===== src/rtl/synth_pkg.sv =====
// Shared widths, event/state encodings and the per-voice state record used by the voice allocator.
package synth_pkg;

    localparam int NOTE_W    = 7;
    localparam int VEL_W     = 7;
    // Ages are zero-extended to this width for comparison, so AGE_W must not exceed it.
    localparam int MAX_AGE_W = 16;

    typedef enum logic [1:0] {
        EV_NOTE_OFF = 2'b00,
        EV_NOTE_ON  = 2'b01,
        EV_ALL_OFF  = 2'b10,
        EV_RESERVED = 2'b11
    } ev_type_e;

    typedef enum logic [1:0] {
        ST_IDLE   = 2'b00,
        ST_SCAN   = 2'b01,
        ST_COMMIT = 2'b10
    } alloc_state_e;

    // Higher value wins; equal released/steal ranks are broken by age.
    typedef enum logic [2:0] {
        RANK_NONE     = 3'd0,
        RANK_STEAL    = 3'd1,
        RANK_RELEASED = 3'd2,
        RANK_FREE     = 3'd3,
        RANK_RETRIG   = 3'd4
    } cand_rank_e;

    typedef struct packed {
        logic                 gate;
        logic [NOTE_W-1:0]    note;
        logic [VEL_W-1:0]     vel;
        logic [MAX_AGE_W-1:0] age;
    } voice_state_t;

    function automatic cand_rank_e classify(input voice_state_t vs,
                                            input logic env_idle,
                                            input logic [NOTE_W-1:0] note);
        cand_rank_e rank;
        if (vs.gate && (vs.note == note)) begin
            rank = RANK_RETRIG;
        end else if (!vs.gate && env_idle) begin
            rank = RANK_FREE;
        end else if (!vs.gate) begin
            rank = RANK_RELEASED;
        end else begin
            rank = RANK_STEAL;
        end
        return rank;
    endfunction

endpackage


===== src/rtl/voice_age_tracker.sv =====
// Per-voice saturating age counters: on each update the selected voice restarts at zero
// and every other voice ages by one.
module voice_age_tracker
    import synth_pkg::*;
#(
    parameter int NUM_VOICES = 8,
    parameter int AGE_W      = 8,
    localparam int IDX_W     = $clog2(NUM_VOICES)
) (
    input  logic                        clk,
    input  logic                        rst,
    input  logic                        upd,
    input  logic [IDX_W-1:0]            sel,
    output logic [NUM_VOICES*AGE_W-1:0] ages
);

    localparam logic [AGE_W-1:0] AGE_MAX = {AGE_W{1'b1}};

    logic [AGE_W-1:0] age_r [NUM_VOICES];

    // Age registers: clear selected, saturating increment for the rest.
    always_ff @(posedge clk) begin
        if (rst) begin
            for (int i = 0; i < NUM_VOICES; i++) begin
                age_r[i] <= {AGE_W{1'b0}};
            end
        end else if (upd) begin
            for (int i = 0; i < NUM_VOICES; i++) begin
                if (IDX_W'(i) == sel) begin
                    age_r[i] <= {AGE_W{1'b0}};
                end else if (age_r[i] != AGE_MAX) begin
                    age_r[i] <= age_r[i] + AGE_W'(1);
                end
            end
        end
    end

    for (genvar g = 0; g < NUM_VOICES; g++) begin : g_pack
        assign ages[g*AGE_W +: AGE_W] = age_r[g];
    end

endmodule


===== src/rtl/voice_allocator.sv =====
// Note-event to voice-slot allocator: a serial scan picks the best voice for each
// NOTE_ON (retrigger > free > oldest released > oldest gated), then commits in one cycle.
module voice_allocator
    import synth_pkg::*;
#(
    parameter int NUM_VOICES = 8,
    parameter int AGE_W      = 8
) (
    input  logic                         clk,
    input  logic                         rst,
    input  logic                         ev_valid,
    output logic                         ev_ready,
    input  logic [1:0]                   ev_type,
    input  logic [NOTE_W-1:0]            ev_note,
    input  logic [VEL_W-1:0]             ev_vel,
    input  logic [NUM_VOICES-1:0]        env_idle,
    output logic [NUM_VOICES-1:0]        voice_gate,
    output logic [NUM_VOICES-1:0]        voice_trig,
    output logic [NUM_VOICES*NOTE_W-1:0] voice_note,
    output logic [NUM_VOICES*VEL_W-1:0]  voice_vel,
    output logic                         steal
);

    localparam int IDX_W = $clog2(NUM_VOICES);

    alloc_state_e             state_r;
    alloc_state_e             state_s;
    logic                     ready_r;
    logic                     accept_s;

    ev_type_e                 ev_type_r;
    logic [NOTE_W-1:0]        ev_note_r;
    logic [VEL_W-1:0]         ev_vel_r;

    logic [IDX_W-1:0]         scan_idx_r;
    cand_rank_e               best_rank_r;
    logic [IDX_W-1:0]         best_idx_r;
    logic [MAX_AGE_W-1:0]     best_age_r;
    voice_state_t             cur_s;
    cand_rank_e               rank_s;
    logic                     better_s;

    logic [NUM_VOICES-1:0]    gate_r;
    logic [NUM_VOICES-1:0]    trig_r;
    logic                     steal_r;
    logic [NOTE_W-1:0]        note_r [NUM_VOICES];
    logic [VEL_W-1:0]         vel_r  [NUM_VOICES];
    voice_state_t             vs_s   [NUM_VOICES];

    logic                     age_upd_s;
    logic [NUM_VOICES*AGE_W-1:0] ages_s;

    // rst masks ready combinationally so it is low during reset and high right after.
    assign ev_ready  = ready_r & ~rst;
    assign accept_s  = ev_valid & ev_ready;
    assign age_upd_s = (state_r == ST_COMMIT) && (ev_type_r == EV_NOTE_ON);

    voice_age_tracker #(
        .NUM_VOICES (NUM_VOICES),
        .AGE_W      (AGE_W)
    ) u_age (
        .clk  (clk),
        .rst  (rst),
        .upd  (age_upd_s),
        .sel  (best_idx_r),
        .ages (ages_s)
    );

    for (genvar g = 0; g < NUM_VOICES; g++) begin : g_voice
        assign vs_s[g] = '{gate: gate_r[g],
                           note: note_r[g],
                           vel:  vel_r[g],
                           age:  MAX_AGE_W'(ages_s[g*AGE_W +: AGE_W])};
        assign voice_gate[g]                 = vs_s[g].gate;
        assign voice_note[g*NOTE_W +: NOTE_W] = vs_s[g].note;
        assign voice_vel[g*VEL_W +: VEL_W]    = vs_s[g].vel;
    end

    assign voice_trig = trig_r;
    assign steal      = steal_r;

    // FSM state register.
    always_ff @(posedge clk) begin
        if (rst) begin
            state_r <= ST_IDLE;
        end else begin
            state_r <= state_s;
        end
    end

    // FSM next state: only NOTE_ON/NOTE_OFF need the voice scan.
    always_comb begin
        state_s = state_r;
        case (state_r)
            ST_IDLE: begin
                if (accept_s) begin
                    if ((ev_type == EV_NOTE_ON) || (ev_type == EV_NOTE_OFF)) begin
                        state_s = ST_SCAN;
                    end else begin
                        state_s = ST_COMMIT;
                    end
                end else begin
                    state_s = ST_IDLE;
                end
            end
            ST_SCAN: begin
                if (scan_idx_r == IDX_W'(NUM_VOICES - 1)) begin
                    state_s = ST_COMMIT;
                end else begin
                    state_s = ST_SCAN;
                end
            end
            ST_COMMIT: state_s = ST_IDLE;
            default:   state_s = ST_IDLE;
        endcase
    end

    // Ready flag registered from the next state.
    always_ff @(posedge clk) begin
        if (rst) begin
            ready_r <= 1'b1;
        end else begin
            ready_r <= (state_s == ST_IDLE);
        end
    end

    // Scan comparator: rank the voice under the scan pointer against the running best.
    always_comb begin
        cur_s  = vs_s[scan_idx_r];
        rank_s = classify(cur_s, env_idle[scan_idx_r], ev_note_r);
        if (rank_s > best_rank_r) begin
            better_s = 1'b1;
        end else if ((rank_s == best_rank_r) &&
                     ((rank_s == RANK_RELEASED) || (rank_s == RANK_STEAL)) &&
                     (cur_s.age > best_age_r)) begin
            better_s = 1'b1;
        end else begin
            better_s = 1'b0;
        end
    end

    // Event capture, scan bookkeeping and voice output registers.
    always_ff @(posedge clk) begin
        if (rst) begin
            ev_type_r   <= EV_RESERVED;
            ev_note_r   <= {NOTE_W{1'b0}};
            ev_vel_r    <= {VEL_W{1'b0}};
            scan_idx_r  <= {IDX_W{1'b0}};
            best_rank_r <= RANK_NONE;
            best_idx_r  <= {IDX_W{1'b0}};
            best_age_r  <= {MAX_AGE_W{1'b0}};
            gate_r      <= {NUM_VOICES{1'b0}};
            trig_r      <= {NUM_VOICES{1'b0}};
            steal_r     <= 1'b0;
            for (int i = 0; i < NUM_VOICES; i++) begin
                note_r[i] <= {NOTE_W{1'b0}};
                vel_r[i]  <= {VEL_W{1'b0}};
            end
        end else begin
            trig_r  <= {NUM_VOICES{1'b0}};
            steal_r <= 1'b0;
            case (state_r)
                ST_IDLE: begin
                    if (accept_s) begin
                        // A zero-velocity NOTE_ON is a NOTE_OFF in MIDI.
                        if ((ev_type == EV_NOTE_ON) && (ev_vel == {VEL_W{1'b0}})) begin
                            ev_type_r <= EV_NOTE_OFF;
                        end else begin
                            ev_type_r <= ev_type_e'(ev_type);
                        end
                        ev_note_r   <= ev_note;
                        ev_vel_r    <= ev_vel;
                        scan_idx_r  <= {IDX_W{1'b0}};
                        best_rank_r <= RANK_NONE;
                        best_idx_r  <= {IDX_W{1'b0}};
                        best_age_r  <= {MAX_AGE_W{1'b0}};
                    end
                end
                ST_SCAN: begin
                    scan_idx_r <= scan_idx_r + IDX_W'(1);
                    if (better_s) begin
                        best_rank_r <= rank_s;
                        best_idx_r  <= scan_idx_r;
                        best_age_r  <= cur_s.age;
                    end
                end
                ST_COMMIT: begin
                    case (ev_type_r)
                        EV_NOTE_ON: begin
                            gate_r[best_idx_r] <= 1'b1;
                            note_r[best_idx_r] <= ev_note_r;
                            vel_r[best_idx_r]  <= ev_vel_r;
                            trig_r             <= NUM_VOICES'(1) << best_idx_r;
                            steal_r            <= (best_rank_r == RANK_STEAL);
                        end
                        EV_NOTE_OFF: begin
                            for (int i = 0; i < NUM_VOICES; i++) begin
                                if (gate_r[i] && (note_r[i] == ev_note_r)) begin
                                    gate_r[i] <= 1'b0;
                                end
                            end
                        end
                        EV_ALL_OFF: gate_r <= {NUM_VOICES{1'b0}};
                        default:    gate_r <= gate_r;
                    endcase
                end
                default: scan_idx_r <= {IDX_W{1'b0}};
            endcase
        end
    end

endmodule


===== config.mk =====
export PLATFORM = sky130hd
export DESIGN_NAME = voice_allocator
export DESIGN_NICKNAME = d
export VERILOG_FILES = /design/src/rtl/synth_pkg.sv /design/src/rtl/voice_age_tracker.sv /design/src/rtl/voice_allocator.sv
export SDC_FILE = /design/constraint.sdc
export NUM_CORES = 1
export LEC_CHECK = 0
export BUFFER_PORTS_ARGS = -buffer_cell sky130_fd_sc_hd__buf_2
export CORE_MARGIN = 8
export CORE_UTILIZATION = 39
export CTS_BUF_LIST = sky130_fd_sc_hd__clkbuf_8
export DETAILED_ROUTE_END_ITERATION = 7
export SLEW_MARGIN = 20
export SYNTH_ARGS = -nofsm -noshare
export SYNTH_HDL_FRONTEND = slang
export SYNTH_SLANG_ARGS = --single-unit

===== constraint.sdc =====
create_clock -name clk -period 4.1 [get_ports clk]
set_input_delay 0.615 -clock clk [delete_from_list [all_inputs] [get_ports clk]]
set_output_delay 0.615 -clock clk [all_outputs]
set_load 0.1 [all_outputs]

Yosys cells after proc, flatten, opt, wreduce, memory -nomap -nowiden

Memory sizes are Yosys's and may differ from the RTL's.
Index checks and enable logic that the tools add are counted.

Output and inout bits: 130
Memories: 3
Word-level logic and storage cells: 280
Bits in writable memories: 176
Register bits after elaboration: 61
Bits in latches: 0
Bits in read-only memories: 0

Memory list:

| name        | words | bits a word | read ports | clocked after memory_dff | write ports | line                    | RTL |
|---|---|---|---|---|---|---|---|
| u_age.age_r | 8     | 8           | 8          | 0                        | 8           | voice_age_tracker.sv:19 | `logic [AGE_W-1:0] age_r [NUM_VOICES];` |
| note_r      | 8     | 7           | 8          | 0                        | 8           | voice_allocator.sv:46   | `logic [NOTE_W-1:0] note_r [NUM_VOICES];` |
| vel_r       | 8     | 7           | 8          | 0                        | 8           | voice_allocator.sv:47   | `logic [VEL_W-1:0] vel_r [NUM_VOICES];` |

Div/mod/pow operators: 0
Add/sub/neg operators: 9
Equality and inequality tests: 44
Shift operators: 1
$mul: 0
Bitwise gates (word level): 23
Reductions and logical operators: 40
Magnitude comparators: 6
Mux-type cells: 135

Operators with widths:

| cell                                               | number |
|---|---|
| 2-to-1 mux 8 bit                                   | 16 |
| binary-select mux 31 bit (select 3 bit)            | 1 |
| 2-to-1 mux 1 bit                                   | 92 |
| adder 8 x 1 -> 8 bit, second input constant        | 8 |
| inequality test 8 bit, second input constant       | 8 |
| == test 7 bit                                      | 9 |
| 2-to-1 mux 31 bit                                  | 2 |
| 2-to-1 mux 16 bit                                  | 2 |
| case mux 16 bit (2 select lines)                   | 1 |
| AND reduction 3 bit                                | 9 |
| case mux 8 bit (3 select lines)                    | 1 |
| inequality test 2 bit, second input constant       | 10 |
| 2-to-1 mux 3 bit                                   | 6 |
| greater-than comparator 16 bit                     | 1 |
| OR 1 bit                                           | 16 |
| logical AND 1 bit                                  | 15 |
| 2-to-1 mux 7 bit                                   | 2 |
| OR reduction 7 bit                                 | 2 |
| == test 3 bit, first input constant                | 4 |
| 2-to-1 mux 2 bit                                   | 6 |
| case mux 3 bit (2 select lines)                    | 2 |
| case mux 3 bit (3 select lines)                    | 1 |
| zero test 2 bit                                    | 4 |
| < comparator 3 x 4 -> 1 bit, second input constant | 2 |
| other kinds (28)                                   | 38 |

Logic depth before layout (Yosys ltp)

Depth after elaboration: 16
Depth in mapped cells: 18
Mapped depth without buffers: 14

Cells and area by module

From an unflattened synthesis, not the netlist that was laid out.

Cell total of the unflattened synthesis: 1034
Area total of the unflattened synthesis: 11840.1 sq um

Modules (own cells, without submodules):

| module            | area each (sq um) | cells an instance | instances |
|---|---|---|---|
| voice_allocator   | 8358.0            | 703               | 1 |
| voice_age_tracker | 3482.1            | 331               | 1 |

Worst setup path before layout

No wires, ideal clock.

Path type: reg2reg
From: memory note_r[7][6]
To: register best_age_r[0]
Arrival time: 3.851 ns
Data required time: 3.964 ns
Library setup time: 0.136 ns
Setup slack: 0.113 ns
Stages on the path, launching flop included: 14
Path through: edfxtp_1 mux4_2 mux2i_1 xor2_1 o2111ai_1 nor4_4 o21bai_1 ha_1 and3_1 o21ai_0 o22ai_1 a21oi_2 buf_6 o32ai_2

RTL lines:

| element              | line                   | RTL |
|---|---|---|
| from (decl)          | voice_allocator.sv:46  |  |
| to (signal assigned) | voice_allocator.sv:151 | `best_age_r <= {MAX_AGE_W{1'b0}};` |
| to (signal assigned) | voice_allocator.sv:176 | `best_age_r <= {MAX_AGE_W{1'b0}};` |
| to (signal assigned) | voice_allocator.sv:184 | `best_age_r <= cur_s.age;` |
| to (decl)            | voice_allocator.sv:38  | `logic [MAX_AGE_W-1:0] best_age_r;` |

Worst setup path after layout

From: register scan_idx_r[0]
To: register best_rank_r[1]

Word-level cells in the longest chain between the ends: 16
Elaborated cells between the ends (all ways): 27
Classes of those cells: order compare: 2; eq/ne: 5; mux: 12; bitwise: 1; reduce/logical: 7

Ends and longest elaborated chain:

| element                                                                 | line                   | RTL |
|---|---|---|
| from (decl)                                                             | voice_allocator.sv:35  | `logic [IDX_W-1:0] scan_idx_r;` |
| from (signal assigned)                                                  | voice_allocator.sv:148 | `scan_idx_r <= {IDX_W{1'b0}};` |
| from (signal assigned)                                                  | voice_allocator.sv:173 | `scan_idx_r <= {IDX_W{1'b0}};` |
| from (signal assigned)                                                  | voice_allocator.sv:180 | `scan_idx_r <= scan_idx_r + IDX_W'(1);` |
| branches (longest 16 deep; another with greater-than comparator 16 bit) | -                      |  |
| to (signal assigned)                                                    | voice_allocator.sv:182 | `best_rank_r <= rank_s;` |
| to (decl)                                                               | voice_allocator.sv:36  | `cand_rank_e best_rank_r;` |

Several ways; the timed one is not identified. The select of a mux whose other input is x is not followed.
A chain may end at the register's enable or synchronous reset.

==> report_table.html <==
<table>
<tr><th>Metric</th><th>Value</th></tr>
<tr><th colspan="2">Floorplanning</th></tr>
<tr><td>Overall die area</td><td>approximately 0.035 mm2</td></tr>
<tr><td>Effective utilization at floorplan</td><td>between 30 and 40%</td></tr>
<tr><td>Row Count</td><td>62</td></tr>
<tr><td>Die Span X</td><td>187 um</td></tr>
<tr><td>CORE AREA</td><td>0.0289 mm2</td></tr>
<tr><td>Die Y-Extent</td><td>187 um</td></tr>
<tr><td>Number of placed I/O pins</td><td>roughly 160</td></tr>
<tr><th colspan="2">Outcome</th></tr>
<tr><td>Outcome</td><td>complete, no violations</td></tr>
<tr><th colspan="2">Pwr</th></tr>
<tr><td>Share of total power in the clock network</td><td>between 30% and 40%</td></tr>
<tr><td>Logic gate share of total power</td><td>12.3%</td></tr>
<tr><td>Switching fraction of total power</td><td>between 20 and 30%</td></tr>
<tr><td>Worst VDD drop</td><td>0.247 mV</td></tr>
<tr><td>Internal power contribution</td><td>slightly below 4000 uW</td></tr>
<tr><td>Reported leakage power</td><td>about 0.0052 uW</td></tr>
<tr><td>Switching component of the power</td><td>between 1500 and 2000 uW</td></tr>
<tr><td>Pwr per Cell Area</td><td>401 mW/mm2</td></tr>
<tr><td>Reg power frac</td><td>48.4%</td></tr>
<tr><td>Overall power consumption</td><td>between 5000 and 6000 uW</td></tr>
<tr><th colspan="2">Timing</th></tr>
<tr><td>Min Tclk post-route</td><td>between 3000 and 4000 ps</td></tr>
<tr><td>Highest achievable clock rate</td><td>between 200 and 300 MHz</td></tr>
<tr><td>Final Setup Violations</td><td>0</td></tr>
<tr><td>Largest clock skew in the final design</td><td>about 19 ps</td></tr>
<tr><td>Transition time of the tightest slew-check pin</td><td>roughly 800 ps</td></tr>
<tr><td>Post-route worst hold slack</td><td>just over 300 ps</td></tr>
<tr><td>Period Utilization, post-route</td><td>93.6%</td></tr>
<tr><td>Number of hold violations in the final report</td><td>0</td></tr>
<tr><td>Final Max Tran Viols</td><td>0</td></tr>
<tr><td>Headroom to the max-slew limit</td><td>46.5%</td></tr>
<tr><td>Final worst slack</td><td>roughly 260 ps</td></tr>
<tr><th colspan="2">Worst setup path</th></tr>
<tr><td>Category of the critical setup timing path</td><td>reg -&gt; reg</td></tr>
<tr><td>Required time at the worst-slack endpoint</td><td>about 4500 ps</td></tr>
<tr><td>Depth of the worst register-to-register path</td><td>16</td></tr>
<tr><td>Critical path peak fanout</td><td>12</td></tr>
<tr><td>Ordered cell list for the critical path</td><td>mux4_2, mux2i_1, xor2_1, o2111ai_1, nor4_4, o21bai_1, ha_1, inv_1, a21o_1, a21oi_1, o21ai_0, buf_4, o22ai_1, a21oi_4, buf_4, o32ai_1</td></tr>
<tr><td>Critical path arrival</td><td>about 4300 ps</td></tr>
<tr><td>Worst-path cell with the longest stage delay</td><td>mux4_2</td></tr>
<tr><td>Element type at the critical path start</td><td>flip-flop</td></tr>
<tr><td>Maximum cell stage delay along the critical path</td><td>~580 ps</td></tr>
<tr><td>Sort of element at the end of the critical path</td><td>flip-flop</td></tr>
<tr><td>Critical path's most frequent cell</td><td>buf_4</td></tr>
<tr><th colspan="2">Run</th></tr>
<tr><td>Max_cap viols</td><td>0</td></tr>
<tr><th colspan="2">Placement</th></tr>
<tr><td>Final weighted congestion in routability-driven placement</td><td>between 0.8 and 0.9</td></tr>
<tr><td>Worst slack after detailed placement</td><td>between 20 and 25 ps</td></tr>
<tr><td>Post-detail-place hpwl</td><td>about 24000 um</td></tr>
<tr><td>Port-buffer cells</td><td>approximately 160</td></tr>
<tr><th colspan="2">Yosys</th></tr>
<tr><td>Post-synth design cell area</td><td>about 0.011 mm2</td></tr>
<tr><td>FFs w/ async S/R, synth</td><td>0%</td></tr>
<tr><td>Count of different cell masters after synthesis</td><td>50</td></tr>
<tr><td>Synthesized area per cell</td><td>about 12 um2</td></tr>
<tr><td>Syn nets</td><td>1013</td></tr>
<tr><td>Synthesized instance count</td><td>between 900 and 1000</td></tr>
<tr><td>Number of warnings issued by yosys</td><td>0</td></tr>
<tr><td>Post-synth EDFFs</td><td>approximately 180</td></tr>
<tr><td>Seq/Total Area, Yosys</td><td>between 50% and 60%</td></tr>
<tr><td>Primary flip-flop cell chosen by synthesis mapping</td><td>edfxtp_1</td></tr>
<tr><td>Number of register bits inferred by synthesis</td><td>roughly 230</td></tr>
<tr><th colspan="2">Global route</th></tr>
<tr><td>Met2 track utilization from global routing</td><td>around 28%</td></tr>
<tr><td>Number of global-route vias before repair</td><td>8330</td></tr>
<tr><td>Global router's overall resource usage</td><td>18.7%</td></tr>
<tr><td>Number of antenna violations at the first check in global routing</td><td>2</td></tr>
<tr><td>Pin count of the biggest net entering global routing</td><td>53</td></tr>
<tr><td>Global-route wire length before repair</td><td>50700 um</td></tr>
<tr><td>Met3 track demand over resource in global routing</td><td>under 10%</td></tr>
<tr><td>Sum of overflow across all layers after global routing</td><td>0</td></tr>
<tr><td>Most congested layer reported by global routing</td><td>met2</td></tr>
<tr><td>GR Layer Usage met1</td><td>between 20% and 30%</td></tr>
<tr><th colspan="2">Drt</th></tr>
<tr><td>Pre-antenna DRT Iters</td><td>4</td></tr>
<tr><td>Wire length after detailed routing</td><td>33500 um</td></tr>
<tr><td>Vias after detailed routing</td><td>about 8300</td></tr>
<tr><td>DRC marker count from the first detailed-route iteration</td><td>~540</td></tr>
<tr><td>Remaining DRCs</td><td>0</td></tr>
<tr><td>DRT antenna net count</td><td>0</td></tr>
<tr><td>Detail-routed via count per cell</td><td>between 5 and 6</td></tr>
<tr><td>Routed wirelength normalized by instance count</td><td>roughly 21 um</td></tr>
<tr><th colspan="2">Min path</th></tr>
<tr><td>Worst min-delay path category</td><td>in -&gt; reg</td></tr>
<tr><td>Worst hold stages</td><td>3</td></tr>
<tr><th colspan="2">Clock network</th></tr>
<tr><td>Clk pin slew, worst setup/hold paths</td><td>around 70 ps</td></tr>
<tr><td>Count of hold-fix buffers inserted at cts</td><td>0</td></tr>
<tr><td>Inserted Clock Buffers</td><td>41</td></tr>
<tr><td>Maximum level of the CTS H-tree</td><td>2</td></tr>
<tr><td>CTS Buffer Depth</td><td>3</td></tr>
<tr><td>Clock net sink count</td><td>between 200 and 250</td></tr>
<tr><td>Clock tree from TritonCTS</td><td>built</td></tr>
<tr><td>Root buffer selected by CTS</td><td>clkbuf_8</td></tr>
<tr><td>Worst-skew pair later-pin latency</td><td>around 550 ps</td></tr>
<tr><th colspan="2">Finish</th></tr>
<tr><td>Most common library cell in the layout ignoring fill and taps</td><td>edfxtp_1</td></tr>
<tr><td>Utilization after layout</td><td>a little under half</td></tr>
<tr><td>P&amp;R area growth vs syn</td><td>19.3%</td></tr>
<tr><td>Top library cells by usage in the layout, fill and taps aside</td><td>edfxtp_1 (176), buf_2 (156), and2_1 (119)</td></tr>
<tr><td>Fraction of layout instances using a drive strength above 1</td><td>a little over a quarter</td></tr>
<tr><td>Fin nets</td><td>roughly 1200</td></tr>
</table>
-- power groups by stage --
stage,clock [uW],combinational (uW),sequential [uW]
finish,2150,677,2660
global route,2300,714,2660
CTS,2200,675,2650
detailed placement,0,674,2700
global placement,0,670,2700
floorplan,0,252,2950
-- cell type report --
class,instances,area [um2]
clock buffer,46,633
multi-input combinational,650,4790
clock inverter,30,193
timing repair buffer,196,1080
antenna,1,2.50
inverter,38,143
sequential,229,6350
tap,384,480
fill,2677,15200
-- final timing paths --
check,slack (ps),start,endpoint
max reg2reg,260,scan_idx_r[0]$_SDFFE_PP0P_,best_rank_r[1]$_SDFFE_PP0P_
min,310,ev_note[4],ev_note_r[4]$_SDFFE_PP0P_
min reg2reg,430,best_rank_r[1]$_SDFFE_PP0P_,steal$_SDFF_PN0_
max,260,scan_idx_r[0]$_SDFFE_PP0P_,best_rank_r[1]$_SDFFE_PP0P_
-- state kept, by name (all words and copies together) (netlist names) --
name / cells
ev_type_r: 2
best_idx_r: 3
scan_idx_r: 3
ready_r: 1
best_age_r: 8
u_age.age_r: 64
best_rank_r: 3
ev_vel_r: 7
voice_trig: 8
note_r: 56
state_r: 2
voice_gate: 8
ev_note_r: 7
steal: 1
vel_r: 56
-- per-layer routing --
metal,vias to the layer above,share of wire [%]
met5,-,0.066
met4,4,2.4
met3,57,9.4
met2,326,44
met1,4028,44
li1,3841,-
-- cell usage after synthesis (all sizes together), types with 6 or more instances --
master / n / area [um2]
nor3: 19 / 95.1
and3: 7 / 43.8
ha: 21 / 263
mux4: 30 / 676
xnor2: 71 / 622
o32ai: 13 / 181
nor4: 6 / 52.6
nand4: 19 / 119
mux2i: 14 / 140
a31oi: 8 / 50.1
a21oi: 26 / 134
o21ai: 13 / 65.1
dfxtp: 53 / 1060
nand3: 29 / 145
nand2: 69 / 259
nor2b: 15 / 93.8
edfxtp: 176 / 5290
a311o: 6 / 60.1
and2: 119 / 744
xor2: 39 / 342
clkbuf: 35 / 131
nand2b: 11 / 68.8
buf: 13 / 78.8
or2: 9 / 56.3
nor2: 75 / 282
a311oi: 7 / 61.3
inv: 35 / 131
-- critical path, delay by kind of cell (launching register included) --
| family | cells | cell delay, ps |
|---|---|---|
| compound gates | 8 | 1300 |
| xor+xnor | 1 | 170 |
| fa+ha+maj | 1 | 170 |
| buf+inv | 3 | 400 |
| flops | 1 | 570 |
| mux | 2 | 750 |
| simple gates | 1 | 370 |
-- logic make-up (layout without fill, tap and decap cells) --
kind of cell             Yosys count  after routing  share of synthesized area, %
AO/OA/AOI/OAI                     91             91                          6.15
XOR/XNOR                         110            110                          8.41
adder cells (fa/ha/maj)           21             21                          2.29
buffers and inverters             86            310                          3.08
flip-flops                       229            229                          55.4
multiplexers                      45             45                          7.22
other                              0              1                             0
AND/OR/NAND/NOR                  383            383                          17.5
-- through the flow --
stage | instance area [um2] | setup TNS (ps) | cells
global route | 13700 | -7.10 | 1573
detailed placement | 12800 | 0 | 1495
global placement | 12800 | 0 | 1495
CTS | 13600 | 0 | 1571
floorplan | 11500 | 0 | 965
finish | 13700 | 0 | 1574
-- repair_timing --
action,4_1_cts,5_1_grt
setup buffers,0,2
resized for setup,0,1
endpoints found under the setup margin,0,14
Power figures use the tool's default switching activity.
